--- src/rtl/mito_pkg.sv ---
// ----------------------------------------------------------------------------
// mito_pkg
// Purpose : shared types for the layer phase sequencer slice.
//   layer_t : layer kind presented by the layer controller.
//   phase_t : sequencer state, doubles as the externally visible phase code.
//   tile_limit() : number of output tiles for a given layer kind.
// ----------------------------------------------------------------------------
package mito_pkg;

    typedef enum logic [1:0] {
        NONE        = 2'b00,
        CONVOLUTION = 2'b01,
        POOLING     = 2'b10,
        FULLY       = 2'b11
    } layer_t;

    typedef enum logic [3:0] {
        IDLE    = 4'b0000,
        READ    = 4'b0100,
        COMP    = 4'b0101,
        WRITE   = 4'b0110,
        INIT    = 4'b0111,
        SUSPEND = 4'b1000,
        FINISH  = 4'b1001
    } phase_t;

    localparam int CNT_W = 9;

    // NONE never reaches INIT, so its value only needs to be harmless.
    function automatic logic [CNT_W-1:0] tile_limit(layer_t lt, int conv, int pool, int fc);
        logic [CNT_W-1:0] lim;
        case (lt)
            CONVOLUTION: lim = CNT_W'(conv);
            POOLING:     lim = CNT_W'(pool);
            FULLY:       lim = CNT_W'(fc);
            default:     lim = CNT_W'(1);
        endcase
        return lim;
    endfunction

endpackage

--- src/rtl/layer_phase_sequencer_if.sv ---
// ----------------------------------------------------------------------------
// layer_phase_sequencer_if
// Purpose : bundles the controller/memory/PE handshake of the sequencer.
//   master modport : layer controller + memory side (drives layer_type, stall,
//                    rd_ack, wr_ack; observes requests, tile_idx, phase,
//                    ofm_valid).
//   slave modport  : the sequencer itself.
// ----------------------------------------------------------------------------
interface layer_phase_sequencer_if import mito_pkg::*; ();

    layer_t       layer_type;
    logic         stall;
    logic         rd_req;
    logic         rd_ack;
    logic         comp_en;
    logic         wr_req;
    logic         wr_ack;
    logic [7:0]   tile_idx;
    phase_t       phase;
    logic         ofm_valid;

    modport master (
        output layer_type, stall, rd_ack, wr_ack,
        input  rd_req, comp_en, wr_req, tile_idx, phase, ofm_valid
    );

    modport slave (
        input  layer_type, stall, rd_ack, wr_ack,
        output rd_req, comp_en, wr_req, tile_idx, phase, ofm_valid
    );

endinterface

--- src/rtl/layer_phase_sequencer_beat_counter.sv ---
// ----------------------------------------------------------------------------
// beat_counter
// Purpose : 9-bit up counter shared by the READ, COMP and WRITE phases.
//   clk, rst_n : clock, async active-low reset.
//   clear      : synchronous clear (wins over enable).
//   enable     : count one step.
//   compare    : value at which the current step is the final one.
//   last       : count equals compare.
// ----------------------------------------------------------------------------
module beat_counter import mito_pkg::*; (
    input  logic             clk,
    input  logic             rst_n,
    input  logic             clear,
    input  logic             enable,
    input  logic [CNT_W-1:0] compare,
    output logic             last
);

    logic [CNT_W-1:0] count_q;
    logic [CNT_W-1:0] count_d;

    always_comb begin
        count_d = count_q;
        if (clear) begin
            count_d = '0;
        end else if (enable) begin
            count_d = count_q + CNT_W'(1);
        end
    end

    always_ff @(posedge clk or negedge rst_n) begin
        if (!rst_n) begin
            count_q <= '0;
        end else begin
            count_q <= count_d;
        end
    end

    assign last = (count_q == compare);

endmodule

--- src/rtl/layer_phase_sequencer.sv ---
// ----------------------------------------------------------------------------
// layer_phase_sequencer
// Purpose : steps each output tile of a layer through READ -> COMP -> WRITE,
//           with suspend, abort and layer hand-over handling.
//   clk, rst_n : clock, async active-low reset.
//   bus        : slave side of layer_phase_sequencer_if (layer_type, stall,
//                rd_req/rd_ack, comp_en, wr_req/wr_ack, tile_idx, phase,
//                ofm_valid).
// ----------------------------------------------------------------------------
module layer_phase_sequencer import mito_pkg::*; #(
    parameter int CONV_TILES  = 4,
    parameter int POOL_TILES  = 2,
    parameter int FC_TILES    = 1,
    parameter int RD_BEATS    = 4,
    parameter int COMP_CYCLES = 3,
    parameter int WR_BEATS    = 2
) (
    input  logic                    clk,
    input  logic                    rst_n,
    layer_phase_sequencer_if.slave  bus
);

    localparam logic [CNT_W-1:0] RD_LAST   = CNT_W'(RD_BEATS - 1);
    localparam logic [CNT_W-1:0] COMP_LAST = CNT_W'(COMP_CYCLES - 1);
    localparam logic [CNT_W-1:0] WR_LAST   = CNT_W'(WR_BEATS - 1);

    phase_t           state_q, state_d;
    phase_t           ret_q, ret_d;
    layer_t           cur_layer_q, cur_layer_d;
    logic [7:0]       tile_q, tile_d;
    logic [CNT_W-1:0] limit_q, limit_d;

    logic             cnt_clear;
    logic             cnt_en;
    logic [CNT_W-1:0] cnt_cmp;
    logic             cnt_last;
    phase_t           adv;

    beat_counter u_beat_counter (
        .clk     (clk),
        .rst_n   (rst_n),
        .clear   (cnt_clear),
        .enable  (cnt_en),
        .compare (cnt_cmp),
        .last    (cnt_last)
    );

    // The one counter is reused; its terminal value depends on the phase.
    always_comb begin
        cnt_cmp = '0;
        case (state_q)
            READ:    cnt_cmp = RD_LAST;
            COMP:    cnt_cmp = COMP_LAST;
            WRITE:   cnt_cmp = WR_LAST;
            default: cnt_cmp = '0;
        endcase
    end

    // Next-state logic. For the working phases the natural successor is
    // computed into adv first, so a stall can park it as the return state
    // while the beat of that same cycle is still counted.
    always_comb begin
        state_d     = state_q;
        ret_d       = ret_q;
        cur_layer_d = cur_layer_q;
        tile_d      = tile_q;
        limit_d     = limit_q;
        cnt_clear   = 1'b0;
        cnt_en      = 1'b0;
        adv         = state_q;

        case (state_q)
            IDLE: begin
                cnt_clear = 1'b1;
                tile_d    = '0;
                if (bus.layer_type != NONE) begin
                    cur_layer_d = bus.layer_type;
                    state_d     = INIT;
                end
            end
            INIT: begin
                limit_d   = tile_limit(cur_layer_q, CONV_TILES, POOL_TILES, FC_TILES);
                tile_d    = '0;
                cnt_clear = 1'b1;
                state_d   = READ;
            end
            READ: begin
                if (bus.rd_ack) begin
                    if (cnt_last) begin
                        cnt_clear = 1'b1;
                        adv       = COMP;
                    end else begin
                        cnt_en = 1'b1;
                    end
                end
            end
            COMP: begin
                if (cnt_last) begin
                    cnt_clear = 1'b1;
                    adv       = WRITE;
                end else begin
                    cnt_en = 1'b1;
                end
            end
            WRITE: begin
                if (bus.wr_ack) begin
                    if (cnt_last) begin
                        cnt_clear = 1'b1;
                        if ({1'b0, tile_q} == limit_q - CNT_W'(1)) begin
                            adv = FINISH;
                        end else begin
                            tile_d = tile_q + 8'd1;
                            adv    = READ;
                        end
                    end else begin
                        cnt_en = 1'b1;
                    end
                end
            end
            SUSPEND: begin
                if (!bus.stall) begin
                    state_d = ret_q;
                end
            end
            FINISH: begin
                if (bus.layer_type == NONE) begin
                    state_d = IDLE;
                end else if (bus.layer_type != cur_layer_q) begin
                    cur_layer_d = bus.layer_type;
                    tile_d      = '0;
                    cnt_clear   = 1'b1;
                    state_d     = INIT;
                end
            end
            default: begin
                cnt_clear = 1'b1;
                tile_d    = '0;
                state_d   = IDLE;
            end
        endcase

        if (state_q == READ || state_q == COMP || state_q == WRITE) begin
            if (bus.stall) begin
                ret_d   = adv;
                state_d = SUSPEND;
            end else begin
                state_d = adv;
            end
        end

        // Dropping to NONE mid-layer abandons the layer outright.
        if ((state_q == INIT || state_q == READ || state_q == COMP ||
             state_q == WRITE || state_q == SUSPEND) && bus.layer_type == NONE) begin
            state_d     = IDLE;
            cnt_clear   = 1'b1;
            cnt_en      = 1'b0;
            tile_d      = '0;
            cur_layer_d = NONE;
        end
    end

    always_ff @(posedge clk or negedge rst_n) begin
        if (!rst_n) begin
            state_q     <= IDLE;
            ret_q       <= IDLE;
            cur_layer_q <= NONE;
            tile_q      <= '0;
            limit_q     <= CNT_W'(1);
        end else begin
            state_q     <= state_d;
            ret_q       <= ret_d;
            cur_layer_q <= cur_layer_d;
            tile_q      <= tile_d;
            limit_q     <= limit_d;
        end
    end

    assign bus.rd_req    = (state_q == READ);
    assign bus.comp_en   = (state_q == COMP);
    assign bus.wr_req    = (state_q == WRITE);
    assign bus.tile_idx  = tile_q;
    assign bus.phase     = state_q;
    // Comparing against the live layer_type drops ofm_valid in the very
    // cycle the controller moves on, so it never overlaps the next layer.
    assign bus.ofm_valid = (state_q == FINISH) && (bus.layer_type == cur_layer_q);

endmodule

--- src/flat_wrapper.sv ---
// flat-port wrapper written by rule: the top's interface ports become plain ports
module layer_phase_sequencer_flat import mito_pkg::*;
#(
    parameter int CONV_TILES  = 4,
    parameter int POOL_TILES  = 2,
    parameter int FC_TILES    = 1,
    parameter int RD_BEATS    = 4,
    parameter int COMP_CYCLES = 3,
    parameter int WR_BEATS    = 2
)
  (clk, rst_n, bus_layer_type, bus_stall, bus_rd_ack, bus_wr_ack, bus_rd_req, bus_comp_en, bus_wr_req, bus_tile_idx, bus_phase, bus_ofm_valid);
  layer_phase_sequencer_if bus_i ();
  input  logic clk;
  input  logic rst_n;
  input wire logic [$bits(bus_i.layer_type)-1:0] bus_layer_type;
  input wire logic [$bits(bus_i.stall)-1:0] bus_stall;
  input wire logic [$bits(bus_i.rd_ack)-1:0] bus_rd_ack;
  input wire logic [$bits(bus_i.wr_ack)-1:0] bus_wr_ack;
  output wire logic [$bits(bus_i.rd_req)-1:0] bus_rd_req;
  output wire logic [$bits(bus_i.comp_en)-1:0] bus_comp_en;
  output wire logic [$bits(bus_i.wr_req)-1:0] bus_wr_req;
  output wire logic [$bits(bus_i.tile_idx)-1:0] bus_tile_idx;
  output wire logic [$bits(bus_i.phase)-1:0] bus_phase;
  output wire logic [$bits(bus_i.ofm_valid)-1:0] bus_ofm_valid;
  assign bus_i.layer_type = bus_layer_type;
  assign bus_i.stall = bus_stall;
  assign bus_i.rd_ack = bus_rd_ack;
  assign bus_i.wr_ack = bus_wr_ack;
  assign bus_rd_req = bus_i.rd_req;
  assign bus_comp_en = bus_i.comp_en;
  assign bus_wr_req = bus_i.wr_req;
  assign bus_tile_idx = bus_i.tile_idx;
  assign bus_phase = bus_i.phase;
  assign bus_ofm_valid = bus_i.ofm_valid;
  layer_phase_sequencer #(.CONV_TILES(CONV_TILES), .POOL_TILES(POOL_TILES), .FC_TILES(FC_TILES), .RD_BEATS(RD_BEATS), .COMP_CYCLES(COMP_CYCLES), .WR_BEATS(WR_BEATS)) u_core (.clk(clk), .rst_n(rst_n), .bus(bus_i));
endmodule
--- config.mk ---
export PLATFORM = sky130hd
export DESIGN_NAME = layer_phase_sequencer_flat
export DESIGN_NICKNAME = d
export VERILOG_FILES = /design/src/rtl/mito_pkg.sv /design/src/rtl/layer_phase_sequencer_if.sv /design/src/rtl/layer_phase_sequencer_beat_counter.sv /design/src/rtl/layer_phase_sequencer.sv /design/src/flat_wrapper.sv
export SDC_FILE = /design/constraint.sdc
export NUM_CORES = 1
export LEC_CHECK = 0
export CAP_MARGIN = 20
export CORE_ASPECT_RATIO = 0.8
export CORE_MARGIN = 1.5
export CORE_UTILIZATION = 65
export DETAILED_ROUTE_END_ITERATION = 12
export DONT_BUFFER_PORTS = 1
export PLACE_DENSITY = 0.81
export REMOVE_ABC_BUFFERS = 1
export SLEW_MARGIN = 20
export SYNTH_ARGS = -nofsm -noshare
export SYNTH_HDL_FRONTEND = slang
export SYNTH_HIERARCHICAL = 1
export SYNTH_SLANG_ARGS = --single-unit
--- constraint.sdc ---
create_clock -name clk -period 5.7 [get_ports clk]
set_input_delay 1.14 -clock clk [delete_from_list [all_inputs] [get_ports clk]]
set_output_delay 1.14 -clock clk [all_outputs]
set_load 0.01 [all_outputs]
After elaboration in Yosys (flattened, before gate mapping)
Index checks and enable logic that the tools add are counted.

cells by class
  add/subtract/negate cells = 3
  multiply operators = 0
  div/mod/pow operators = 0
  $lt $le $gt $ge = 0
  equal/unequal tests = 23
  shift operators = 0
  muxes and demuxes = 43
  bitwise operators = 0
  reductions and logical operators = 19

operators with widths
  operator                                                                  count
  4-bit two-way mux                                                         13
  8-bit two-way mux                                                         6
  8-bit case mux with 3 select lines                                        1
  4-bit case mux with 5 select lines                                        1
  9-bit two-way mux                                                         2
  4-bit by 3-bit == test with 1-bit output (second input constant)          4
  3-bit by 1-bit inequality test with 1-bit output (second input constant)  4
  4-bit case mux with 3 select lines                                        1
  1-bit two-way mux                                                         10
  9-bit by 1-bit adder with 9-bit output (second input constant)            1
  8-bit by 9-bit == test with 1-bit output                                  1
  9-bit == test                                                             1
  9-bit by 1-bit subtractor with 9-bit output (second input constant)       1
  8-bit by 1-bit adder with 8-bit output (second input constant)            1
  4-bit == test (second input constant)                                     2
  2-bit two-way mux                                                         4
  4-bit AND reduction                                                       2
  1-bit logical OR                                                          6
  3-bit inequality test (second input constant)                             2
  2-bit case mux with 3 select lines                                        1
  3-bit case mux with 2 select lines                                        1
  6-bit AND reduction                                                       1
  3-bit OR reduction                                                        2
  5-bit by 1-bit inequality test with 1-bit output (second input constant)  1
  other kinds (17)                                                          19

storage, ports and cells
  bits in registers = 36
  latch bits = 0
  bits in writable memories = 0
  ROM bits = 0
  input port bits = 7
  output and inout port bits = 16
  logic and storage cells = 94
  memories kept = 0

Logic depth before layout (Yosys ltp)
  depth in word-level cells = 9
  gate-level depth with buffers = 16
  gate-level depth less buffers = 12

Hierarchy
Netlist, hierarchy kept.

modules (own cells, without submodules)
  module                 times used  cells each  area each (µm²)  sequential area each (µm²)
  layer_phase_sequencer  1           195         1645.3           526.8
  beat_counter           1           55          543.0            225.2

Worst setup path after synthesis
Ideal clock, no wire load.

  path type = register to register
  start point = reg u_core.state_q[3] (netlist: u_core/bus.phase[3])
  end point = reg u_core.u_beat_counter.count_q[6]
  setup time = 77 ps
  data arrival time = 2990 ps
  slack = 2633 ps
  cell stages (with the launch flop) = 16
  clock period less this slack = 3067 ps
  cells stage by stage = dfrtp_1 -> nand2b_1 -> buf_2 -> nor2_1 -> xnor2_1 -> nand4_1 -> nor4_1 -> clkbuf_1 -> inv_1 -> o21ai_0 -> a21oi_1 -> o21ai_0 -> buf_4 -> o2111ai_2 -> or3_1 -> a21oi_1

on the way
  cells in the longest elaborated chain, start to end = 8

ends and longest elaborated chain
  item                                                            line                                                                                    RTL
  from (decl)                                                     layer_phase_sequencer.sv:27                                                             phase_t state_q, state_d;
  from (signal assigned)                                          layer_phase_sequencer.sv:170                                                            state_q <= state_d;
  4-bit by 3-bit == test with 1-bit output                        layer_phase_sequencer.sv:51                                                             case (state_q)
  2-bit case mux with 3 select lines *                            layer_phase_sequencer.sv:51
  net u_core.cnt_cmp[1]                                           layer_phase_sequencer.sv:35                                                             logic [CNT_W-1:0] cnt_cmp;
  9-bit == test *                                                 layer_phase_sequencer_beat_counter.sv:39                                                assign last = (count_q == compare);
  net u_core.cnt_last                                             layer_phase_sequencer.sv:36                                                             logic cnt_last;
  1-bit two-way mux *                                             layer_phase_sequencer.sv:89, layer_phase_sequencer.sv:98, layer_phase_sequencer.sv:107
  1-bit two-way mux, on equally long branches                     layer_phase_sequencer.sv:106, layer_phase_sequencer.sv:88
  1-bit case mux with 5 select lines *                            layer_phase_sequencer.sv:72                                                             case (state_q)
  1-bit two-way mux *                                             layer_phase_sequencer.sv:152                                                            if ((state_q == INIT || state_q == READ || state_q == COMP ||
  net u_core.cnt_clear                                            layer_phase_sequencer.sv:33                                                             logic cnt_clear;
  9-bit two-way mux / 2-bit nonzero test (equally long branches)  --
  to (signal assigned)                                            layer_phase_sequencer_beat_counter.sv:35                                                count_q <= count_d;
  to (decl)                                                       layer_phase_sequencer_beat_counter.sv:19                                                logic [CNT_W-1:0] count_q;

The timed path passes the listed nets; every way through them passes the cells marked *.
A chain may end at the register's enable or synchronous reset.

Worst setup path after layout
  start point = reg u_core.state_q[2] (netlist: u_core/bus.phase[2])
  end point = reg u_core.u_beat_counter.count_q[7]

The elaborated chain is that of the path after synthesis.

==> metrics.md <==
| Metric | Value |
|---|---|
| Status | `completed` |
| Worst clock skew | `approximately 0.0055 ns` |
| Post-CTS repair timing setup buffer count | `0` |
| Place WS | `1.94 ns` |
| IR Drop Worst-Case VDD | `roughly 0.00029 V` |
| Fraction of the mapped netlist area in simple logic gates | `0.241` |
| Max_cap viols | `0` |
| Hold buffers post-CTS | `0` |
| Cts bufs inserted | `5` |
| Largest family of logic cells by synthesized area | `simple AND/OR/NAND/NOR gates` |
| Post-Route WL | `around 4700 um` |
| Share of synthesized area occupied by flip-flops and latches | `0.344` |
| Post-Synthesis Cell Area | `0.00219 mm^2` |
| Hold Crit Depth | `1` |
| Fraction of synthesized area in multiplexers | `0.0343` |
| Compound-gate portion of the synthesized area | `0.206` |
| Crit-path max FO | `11` |
| Via/cell ratio | `between 6 and 7` |
| Initial cell density of the core | `0.694` |
| Area share of fa/ha/maj cells after synthesis | `0.0343` |
| Post-synth EDFFs | `0` |
| Port bufs | `0` |
| Cells after synthesis | `250` |
| Warnings, synthesis | `6` |
| Cell Count, Final, Fillers Out | `just under 300` |
| Floorplan die area | `0.00373 mm^2` |
| Leftover overflow at the end of global routing | `0` |
| WP data required | `a little under 6 ns` |
| Endpoints failing setup | `0` |
| Total power per unit cell area | `approximately 400 mW/mm^2` |
| First-pass detailed-route iteration total | `5` |
| Maximum clock frequency | `0.256 GHz` |
| Switching power total | `between 400 and 500 uW` |
| Count of pins over their slew limit | `0` |
| Number of endpoints with negative hold slack in the final report | `0` |
| Util after Layout | `0.722` |
| Fraction of synthesized cell area taken by the top area cell type | `0.332` |
| Dpl hpwl | `around 3400 um` |
| Vias | `1849` |
| Total negative setup slack | `0 ns` |
| Pin count of the biggest net entering global routing | `31` |
| Cell types with the largest area share after synthesis | `dfrtp_1, xnor2_1, nand2_1` |
| XOR/XNOR Fraction of Synth Area | `0.0760` |
| Critical Setup Path Class | `register to register` |
| Leak Pwr | `between 0.0009 and 0.001 uW` |
| Final clock period utilization by the worst path | `0.684` |
| Arrival @ worst endpoint | `4.11 ns` |
| Final Worst Setup Slack | `1.80 ns` |
| Worst setup SP type | `register` |
| CTS max path bufs | `2` |
| Post-synthesis to final-layout area growth | `4.06%` |
| Fillers | `250` |
| Chip Width | `roughly 68 um` |
| All-layer global routing usage | `0.275` |
| Tmin final | `between 3 and 4 ns` |
| Clock latency on the worst-skew pair | `0.28 ns` |
| Cell variety after synth | `65` |
| Clock-pin slew reported for the worst setup and hold paths after clock tree synthesis | `~0.060 ns` |
| Number of top-level pins | `23` |
| Switching portion of total power | `0.436` |
| Antenna violation net count after detailed routing | `0` |
| CTS H-Tree Depth | `2` |
| Flip-flop and latch count after synthesis | `30` |
| Unrepaired setup endpoints after global routing | `no` |
| Clock Root Buffer | `clkbuf_8` |
| Number of clock sinks | `30` |
| Mean post-synth cell area | `roughly 8.8 um^2` |
| Floorplan die height | `approximately 55 um` |
| Transition at the pin with the smallest max-transition slack | `1.04 ns` |
| Relative contribution of the clock network to total power | `0.171` |
| Number of design rule violations left after detail routing | `0` |
| Final total power | `~900 uW` |
| Detail-routed net length per standard cell | `about 16 um` |
| Power Internal | `~520 uW` |
| Max transition margin | `0.298` |
| Share of async-settable or async-resettable flops after synthesis | `1.00` |
| Top flip-flop cell by instance count after synthesis | `dfrtp_1` |
| First-pass GRT wire length | `about 7600 um` |
| Cell type with the highest aggregate area in the netlist | `dfrtp_1` |
| Classification of the worst-slack hold path | `register to register` |
| Placed cell count | `roughly 290` |
| Global placer's final weighted congestion | `0.864` |
| Number of antenna diodes | `0` |
| Number of core rows | `18` |
| CORE AREA | `~0.0032 mm^2` |
| Worst setup EP type | `register` |
| Flop pwr share | `0.369` |
| Ratio of cells with drive above 1 in the final layout | `0.127` |
| Nets@finish | `~270` |
| Clock tree from TritonCTS | `done` |
| Number of instances resized during post-cts repair | `0` |
| Number of cell instances on the worst register-to-register path | `13` |
| Vias in the first global route | `between 1500 and 2000` |
| Number of DRC markers after the initial detailed-route iteration | `a little under 200` |
| Initial antenna violation count | `0` |
| Proportion of power drawn by combinational gates | `0.459` |
-- metal layers --
metal  up-vias  GRT usage  share of wire
li1        905          -              -
met1       859      0.385           0.46
met2        81      0.420           0.46
met3         4     0.0688          0.072
met4         0     0.0867         0.0040
met5         -          0              0
-- final cells by class --
class	count	area [um^2]	area share
multi-input cells	196	1320	0.580
flip-flops and latches	30	752	0.330
clock buffers	7	76.3	0.0335
inverters	17	63.8	0.0280
well taps	40	50.0	0.0220
repair buffers	2	15.0	0.00659
-- worst max-delay path, cell delays in order, from the launching register on --
cell and delay (ns):
dfrtp_1 0.60, nand2b_1 0.34, nor2_1 0.26, xnor2_1 0.16, nand4_1 0.12, nor4_1 0.80
inv_1 0.12, o21ai_0 0.20, a21oi_1 0.09, o21ai_0 0.17, buf_4 0.21, o211ai_2 0.13
or4_1 0.48, a21oi_1 0.16
-- path summary, 6_finish.rpt --
| path | start | to | slack (ns) |
|---|---|---|---|
| max | u_core/bus.phase[2] | u_core/u_beat_counter/count_q[7] | 1.80 |
| min | u_core/ret_q[3] | u_core/ret_q[3] | 0.50 |
| max reg2reg | u_core/bus.phase[2] | u_core/u_beat_counter/count_q[7] | 1.80 |
| min reg2reg | u_core/ret_q[3] | u_core/ret_q[3] | 0.50 |
| max in group asynchronous | rst_n | u_core/limit_q[0] | 4.98 |
| min in group asynchronous | rst_n | u_core/bus.tile_idx[4] | 0.55 |
-- layout by cell type (no fill, tap or decap), types with 8 or more instances in the layout --
cell type / instances
xnor2_1: 12
a21oi_1: 14
nand2_1: 21
o21ai_0: 11
dfrtp_1: 29
inv_1: 15
nor2_1: 17
nor3_1: 8
nand4_1: 10
nand3_1: 10
-- sequential cells by signal, indices dropped and copies added (netlist names) --
name                           flops
u_core/u_beat_counter/count_q      9
u_core/bus.tile_idx                8
u_core/bus.phase                   4
u_core/ret_q                       4
u_core/limit_q                     3
u_core/cur_layer_q                 2
-- through the flow --
stage          hold slack [ns]  instance area [um^2]
2_1_floorplan            0.450                  2140
3_3_place_gp             0.479                  2200
3_5_place_dp             0.485                  2200
4_1_cts                  0.498                  2280
5_1_grt                  0.510                  2280
6_report                 0.500                  2280
-- Yosys cell counts (all sizes together), types with 2 or more instances --
master and n:
a2111oi 2, a211oi 2, a21o 2, a21oi 15
and3 4, buf 11, clkbuf 2, dfrtp 29
ha 6, inv 17, mux2 4, mux2i 3
nand2 22, nand3 11, nand4 10, nor2 18
nor2b 5, nor3 9, nor4 3, o211ai 4
o21ai 13, o221ai 5, o311ai 2, o31a 2
o31ai 4, or2 2, or3 4, or4 2
xnor2 12, xor2 7
-- power groups by stage --
stage	logic, uW	clock network (uW)	registers, uW
floorplan	331	0	323
global placement	407	0	339
detailed placement	418	0	342
CTS	419	162	338
global route	476	171	347
finish	422	157	339
-- logic make-up after synthesis --
family / count (synthesis)
buffers and inverters: 30
flip-flops: 30
multiplexers: 7
other: 1
XOR/XNOR: 19
adder cells (fa/ha/maj): 6
AND/OR/NAND/NOR: 95
AO/OA/AOI/OAI: 62
Note: power is estimated with default switching activity, not from simulation.
